## config.mk

```make
export PLATFORM = sky130hd
export DESIGN_NAME = prog_loader
export DESIGN_NICKNAME = d
export VERILOG_FILES = /design/src/rtl/prog_loader_pkg.sv /design/src/rtl/prog_loader.sv
export SDC_FILE = /design/constraint.sdc
export NUM_CORES = 1
export LEC_CHECK = 0
export BUFFER_PORTS_ARGS = -buffer_cell sky130_fd_sc_hd__buf_2
export CAP_MARGIN = 20
export CORE_ASPECT_RATIO = 1.75
export CORE_MARGIN = 5
export CORE_UTILIZATION = 57
export CTS_CLUSTER_DIAMETER = 40
export DETAILED_ROUTE_END_ITERATION = 6
export GPL_TIMING_DRIVEN = 0
export PLACE_DENSITY = 0.84
export SYNTH_ARGS = -nofsm -noshare
export SYNTH_HDL_FRONTEND = slang
export SYNTH_SLANG_ARGS = --single-unit
```

## constraint.sdc

```tcl
create_clock -name i_CLOCK -period 3.59 [get_ports i_CLOCK]
set_input_delay 0.718 -clock i_CLOCK [delete_from_list [all_inputs] [get_ports i_CLOCK]]
set_output_delay 0.718 -clock i_CLOCK [all_outputs]
set_load 0.005 [all_outputs]
```

## src/rtl/prog_loader_pkg.sv

```systemverilog
// Shared types for the serial program loader: FSM state encoding, the frame
// sync byte, and the 16-bit word/address types used on the memory write port.
// Latency/backpressure: n/a (types and constants only).
package prog_loader_pkg;

   // Frame layout: SYNC, LEN_HI, LEN_LO, {DATA_HI, DATA_LO} x N, CHECKSUM.
   typedef enum logic [3:0] {
      ST_IDLE    = 4'd0,
      ST_LEN_HI  = 4'd1,
      ST_LEN_LO  = 4'd2,
      ST_DATA_HI = 4'd3,
      ST_DATA_LO = 4'd4,
      ST_WRITE   = 4'd5,
      ST_CHECK   = 4'd6,
      ST_DONE    = 4'd7,
      ST_ERROR   = 4'd8
   } state_e;

   localparam logic [7:0] SYNC = 8'hA5;

   typedef logic [15:0] word_t;
   typedef logic [15:0] addr_t;

endpackage : prog_loader_pkg

```

## src/rtl/prog_loader.sv

```systemverilog
// Serial program loader: parses SYNC/length/data/checksum byte frames from a
// byte stream and writes big-endian 16-bit words to program memory.
// Latency: the write strobe fires one cycle after the low data byte is taken.
// Backpressure: o_BYTEREADY drops for the write cycle and in DONE/ERROR.
//
// Ports:
//   i_CLOCK, i_RESET        clock and synchronous active-high reset
//   i_BYTE, i_BYTEVALID     incoming byte stream
//   o_BYTEREADY             byte accepted on an edge with i_BYTEVALID high
//   o_WADDR, o_WDATA        memory write address/data, held between writes
//   o_WRITE                 one-cycle memory write strobe
//   o_IOPAUSE               holds the CPU (ClockDivisor i_IOPAUSE) until DONE
//   o_DONE, o_ERROR         sticky load status until reset
module prog_loader
   import prog_loader_pkg::*;
#(
   parameter logic [15:0] BASE_ADDR = 16'h0000,
   parameter int unsigned MAX_WORDS = 1024
) (
   input  logic        i_CLOCK,
   input  logic        i_RESET,
   input  logic [7:0]  i_BYTE,
   input  logic        i_BYTEVALID,
   output logic        o_BYTEREADY,
   output logic [15:0] o_WADDR,
   output logic [15:0] o_WDATA,
   output logic        o_WRITE,
   output logic        o_IOPAUSE,
   output logic        o_DONE,
   output logic        o_ERROR
);

   // One extra bit so a 16-bit length never aliases against the limit.
   localparam logic [16:0] MAX_W = 17'(MAX_WORDS);

   state_e      state_q, state_d;
   word_t       len_q,   len_d;
   word_t       idx_q,   idx_d;
   logic [7:0]  csum_q,  csum_d;
   logic [7:0]  hi_q,    hi_d;
   addr_t       waddr_q, waddr_d;
   word_t       wdata_q, wdata_d;

   logic        byte_rdy;
   logic        take;
   logic [16:0] idx_next;

   assign byte_rdy = (state_q == ST_IDLE)    || (state_q == ST_LEN_HI)  ||
                     (state_q == ST_LEN_LO)  || (state_q == ST_DATA_HI) ||
                     (state_q == ST_DATA_LO) || (state_q == ST_CHECK);
   assign take     = byte_rdy & i_BYTEVALID;
   assign idx_next = {1'b0, idx_q} + 17'd1;

   always_ff @(posedge i_CLOCK) begin
      if (i_RESET) begin
         state_q <= ST_IDLE;
         len_q   <= '0;
         idx_q   <= '0;
         csum_q  <= '0;
         hi_q    <= '0;
         waddr_q <= '0;
         wdata_q <= '0;
      end else begin
         state_q <= state_d;
         len_q   <= len_d;
         idx_q   <= idx_d;
         csum_q  <= csum_d;
         hi_q    <= hi_d;
         waddr_q <= waddr_d;
         wdata_q <= wdata_d;
      end
   end

   always_comb begin
      state_d = state_q;
      len_d   = len_q;
      idx_d   = idx_q;
      csum_d  = csum_q;
      hi_d    = hi_q;
      waddr_d = waddr_q;
      wdata_d = wdata_q;

      case (state_q)
         ST_IDLE: begin
            // Non-sync bytes are noise: consumed and dropped.
            if (take && (i_BYTE == SYNC)) begin
               state_d = ST_LEN_HI;
            end
         end
         ST_LEN_HI: begin
            if (take) begin
               len_d[15:8] = i_BYTE;
               csum_d      = csum_q ^ i_BYTE;
               state_d     = ST_LEN_LO;
            end
         end
         ST_LEN_LO: begin
            if (take) begin
               len_d  = {len_q[15:8], i_BYTE};
               csum_d = csum_q ^ i_BYTE;
               idx_d  = '0;
               if ({1'b0, len_d} > MAX_W) begin
                  state_d = ST_ERROR;
               end else if (len_d == 16'd0) begin
                  state_d = ST_CHECK;
               end else begin
                  state_d = ST_DATA_HI;
               end
            end
         end
         ST_DATA_HI: begin
            if (take) begin
               hi_d    = i_BYTE;
               csum_d  = csum_q ^ i_BYTE;
               state_d = ST_DATA_LO;
            end
         end
         ST_DATA_LO: begin
            // Address/data registers load here so they are valid during
            // WRITE and hold their value afterwards; wrap is plain mod 2^16.
            if (take) begin
               csum_d  = csum_q ^ i_BYTE;
               waddr_d = BASE_ADDR + idx_q;
               wdata_d = {hi_q, i_BYTE};
               state_d = ST_WRITE;
            end
         end
         ST_WRITE: begin
            idx_d = idx_next[15:0];
            if (idx_next < {1'b0, len_q}) begin
               state_d = ST_DATA_HI;
            end else begin
               state_d = ST_CHECK;
            end
         end
         ST_CHECK: begin
            if (take) begin
               state_d = (i_BYTE == csum_q) ? ST_DONE : ST_ERROR;
            end
         end
         default: begin
            // DONE and ERROR are terminal until reset.
         end
      endcase
   end

   assign o_BYTEREADY = byte_rdy;
   assign o_WADDR     = waddr_q;
   assign o_WDATA     = wdata_q;
   assign o_WRITE     = (state_q == ST_WRITE);
   assign o_IOPAUSE   = (state_q != ST_DONE);
   assign o_DONE      = (state_q == ST_DONE);
   assign o_ERROR     = (state_q == ST_ERROR);

endmodule : prog_loader

```

* After elaboration in Yosys (flattened, before gate mapping) *
Cells that the tools add are included.

storage, ports and cells
  flip-flop bits (word level) = 84
  input port bits = 11

operators by class
  $add $sub $neg = 1
  $lt $le $gt $ge = 2
  equal/unequal tests = 17
  muxes and demuxes = 15
  bitwise gates (word level) = 3
  reductions and logical operators = 18

operator list
  operator                 number
  $mux W4                  8
  $pmux W16 S2             1
  $pmux W4 S7              1
  $add A16 B1 Y17 const B  1
  $lt A17 B16 Y1           1
  $eq A4 B3 Y1 const B     4
  $gt A16 B11 Y1 const B   1
  $logic_not A16 Y1        1
  $mux W16                 1
  $pmux W8 S2              1
  $ne A2 B2 Y1 const B     5
  $reduce_and A2 Y1        5
  $eq A4 B2 Y1 const B     2
  $eq A8 B8 Y1             1
  $eq A8 B8 Y1 const B     1
  $mux W8                  1
  $xor A8 B8 Y8            1
  $reduce_and A7 Y1        1
  $reduce_bool A7 Y1       1
  $mux W3                  2
  $logic_or A1 B1 Y1       5
  $eq A4 B1 Y1 const B     1
  $eq A4 B4 Y1 const B     1
  $logic_not A4 Y1         1
  8 further kinds          8

* Longest topological paths before layout *
  depth in word-level cells = 10
  mapped depth = 11
  depth with buffers taken out = 11

* Least setup slack after synthesis *
OpenSTA, ideal clock, no wires.

  kind = reg-to-reg
  from = register idx_q[0]
  to = register state_q[2]
  library setup time = 0.120 ns
  arrival = 2.528 ns
  data required time = 3.470 ns
  path slack = 0.943 ns
  stages on the path, launching flop included = 12
  buffers on the path = 0
  cell sequence = dfxtp_1 -> ha_1 -> nand4_1 -> nor2_2 -> nand2_1 -> xnor2_1 -> ha_1 -> and3_1 -> a221o_1 -> a41oi_1 -> a31oi_1 -> o31a_1

on the way
  cells in the longest elaborated chain, start to end = 4

ends and longest elaborated chain
  element                   line                RTL
  start: declaration        prog_loader.sv:38   word_t idx_q, idx_d;
  start signal: assignment  prog_loader.sv:66   idx_q <= idx_d;
  $add A16 B1 Y17           prog_loader.sv:52   assign idx_next = {1'b0, idx_q} + 17'd1;
  $lt A17 B16 Y1            prog_loader.sv:130  if (idx_next < {1'b0, len_q}) begin
  $mux W3                   prog_loader.sv:130
  $pmux W4 S7               prog_loader.sv:83   case (state_q)
  end signal: assignment    prog_loader.sv:64   state_q <= state_d;
  end: declaration          prog_loader.sv:36   state_e state_q, state_d;

No other way between the ends.
A chain may end at the register's enable or synchronous reset.

* Worst setup path in the final report *
Ends and elaborated chain as after synthesis.

==> impl_metrics.csv <==
group,metric,value,unit
status,status,"complete, no violations",
final_layout,mostFrequentLayoutCells,"dfxtp_1, nand2_1, a21oi_1, nor2_1, buf_2",
critical_path,r2r_start,"idx_q[0]",
critical_path,r2r_end,"state_q[2]",
floorplanning,die_y,123,um
drt,drtIter0Drc,325,
power_and_ir_drop,p_per_area,417,nW/um^2
place,io_buffers,38,
final_layout,area_growth,15.0,%
drt,ant_nets,0,
critical_path,cpMostUsedCell,"ha_1",
yosys,synth_edf_count,0,
timing,fmax,317,MHz
clocking,post-cts-setup-buffer-count,0,
grt,grt_usage,24.3,%
yosys,synth.avg_cell_area,8.10,um^2
timing,relSlewSlack,41.2,%
hold_path,hold_depth,2,
hold_path,min_to,"o_WADDR[14]",
yosys,yosysSeqAreaShare,40.6,%
timing,fin_setup_tns,0,ns
grt,grt_pass1_wl,17000,um
clocking,clockBufferDepth,2,
flow_run,maxCapViolations,0,
timing,hold_violations,0,
critical_path,critical_path.max_stage_delay,0.45,ns
clocking,cts_sinks,84,
hold_path,hp-start,"o_WADDR[14]",
timing,fin_crit_sh,87.7,%
power_and_ir_drop,p_leak,2.08,nW
place,dp_hpwl,7650,um
timing,drv_slew,0,
clocking,cts_tree,"built",
critical_path,cp_max_fo,8,
place,gp_congestion,0.866,
final_layout,n_antenna_cell,0,
yosys,synth-main-ff-cell,"dfxtp_1",
critical_path,rr_worst_depth,11,
drt,post_drt_wl_per_cell,16.3,um
timing,fin_crit,3.15,ns
timing,skew,0.00915,ns
final_layout,post-route-util,66.8,%
drt,drt-pass1-iter-count,5,
yosys,syn-instance-count,511,
yosys,syn_nets,538,
clocking,htreeDepth,3,
critical_path,startpoint_type,"flop",
yosys,synth_seq_cells,84,
timing,hold-worst-slack,0.449,ns
grt,grt_overflow,0,
timing,rsz0062_at_grt,"no",
floorplanning,io_pins,48,
critical_path,cp.arrival,3.38,ns
critical_path,path_cells,"ha_1, nand4_1, nor2_2, nand2_1, xnor2_1, ha_1, a21o_1, a221o_1, a41oi_1, a31oi_1, o31a_1",
clocking,cts_root_buf,"clkbuf_16",
drt,viasPerCell,5.84,
yosys,ys_warn_count,0,
floorplanning,die-area,9140,um^2
timing,setup_violations,0,
hold_path,hp-class,"reg -> reg",
clocking,clk_latency,0.34,ns
clocking,cts_buffers,9,
drt,wirelength,10600,um
grt,antenna_found_initial,0,
floorplanning,initial_utilization,58.1,%
floorplanning,row_count,41,
final_layout,drive_above_1_share,13.3,%
place,post-place-ws,0.504,ns
critical_path,critPathKind,"reg -> reg",
clocking,ctsResizeCount,0,
final_layout,nets,587,
timing,layout_setup_ws,0.440,ns
drt,vias,3796,
critical_path,crit_slowest_cell,"dfxtp_1",
clocking,clk_pin_slew,0.06,ns
floorplanning,fp.coreArea,7130,um^2
yosys,ys_types,51,
yosys,async_flop_share,0,%
timing,worst_pin_slew,0.876,ns
grt,grt_pass1_vias,3637,
critical_path,worst_ep_required_time,3.82,ns
critical_path,worstSetupEndpointType,"flop",
clocking,hold_buffers,0,
critical_path,rrSetupSlack,0.44,ns
yosys,synth_area,4140,um^2
power_and_ir_drop,irDropWorstVdd,0.000342,V
final_layout,final_common_cell,"dfxtp_1",
drt,drc_errors,0,
grt,grt_max_degree,15,
floorplanning,fp.dieW,74.4,um
==> metal layers <==
layer / wire length, um / global-route usage (%) / share of wire (%)
met2: 5560 / 41.6 / 53
met5: 0 / 0 / 0
met3: 547 / 5.16 / 5.2
met1: 3930 / 26.1 / 37
met4: 540 / 15.5 / 5.1
==> how the worst max path moves through the flow <==
stage	start	endpoint	slack, ns	depth (start not counted)
2_1_floorplan	idx_q[0]	state_q[2]	0.94	11
3_3_place_gp	idx_q[0]	state_q[2]	0.57	11
3_5_place_dp	idx_q[0]	state_q[2]	0.50	11
4_1_cts	idx_q[0]	state_q[2]	0.46	11
5_1_grt	idx_q[0]	state_q[2]	0.16	11
6_report	idx_q[0]	state_q[2]	0.44	11
==> cell type report <==
class,count,area [um^2]
fillers,580,2370
multi-input cells,367,2210
flip-flops and latches,84,1680
clock buffers,10,239
repair buffers,38,190
plain buffers,37,163
well taps,86,108
inverters,23,86.3
clock inverters,5,83.8
==> Yosys cell counts, drive strengths merged (3+ instances only) <==
library cell / count / area share [%]
xnor2: 8 / 1.7
xor2: 22 / 4.7
and3: 7 / 1.1
nand2: 84 / 7.7
inv: 22 / 2.0
or3: 7 / 1.1
nor2: 51 / 4.7
nor4: 6 / 1.1
ha: 16 / 4.8
o21ai: 16 / 1.9
dfxtp: 84 / 41
nor3: 8 / 1.2
a21o: 3 / 0.54
buf: 12 / 1.6
mux2i: 25 / 6.0
a21oi: 52 / 6.3
and2: 5 / 0.76
nand4: 6 / 0.91
clkbuf: 25 / 2.3
a31oi: 6 / 0.91
nand3: 16 / 1.9
==> per-stage QoR <==
step | power (mW) | cell area [um^2] | instances
final | 1.99 | 4760 | 650
after global routing | 2.03 | 4760 | 650
after CTS | 1.99 | 4760 | 650
after detailed placement | 1.00 | 4440 | 635
after global placement | 1.00 | 4440 | 635
after floorplan | 0.985 | 4140 | 511
==> flip-flops by register name (all words and copies together) (netlist names) <==
name	count
csum_q	8
hi_q	8
idx_q	16
len_q	16
o_WADDR	16
o_WDATA	16
state_q	4
==> critical path, delay by kind of cell, from the launching register on <==
| family | cells | cell delay, ns |
|---|---|---|
| DFF | 1 | 0.45 |
| xor gates and xnor gates | 1 | 0.22 |
| and+or+nand+nor | 3 | 0.75 |
| adders and majority gates | 2 | 0.59 |
| AOI/OAI and AO/OA | 5 | 1.03 |
==> power by group <==
| part | leakage [nW] | total (mW) | switching (mW) | internal, mW |
|---|---|---|---|---|
| Combinational | 1.26 | 0.0487 | 0.0385 | 0.0102 |
| Clock | 0.151 | 1.01 | 0.379 | 0.627 |
| Sequential | 0.676 | 0.932 | 0.000165 | 0.932 |
| Total | 2.08 | 1.99 | 0.418 | 1.57 |
==> kinds of logic after synthesis <==
family                     Yosys count  share of synthesized area [%]
AOI/OAI and AO/OA                   95                           13.6
xor gates and xnor gates            30                           6.34
adders and majority gates           16                           4.83
buffers and inverters               60                           6.01
DFF                                 84                           40.6
muxes                               25                           6.04
and+or+nand+nor                    201                           22.5
No activity file was read; power rests on OpenSTA's default activity.
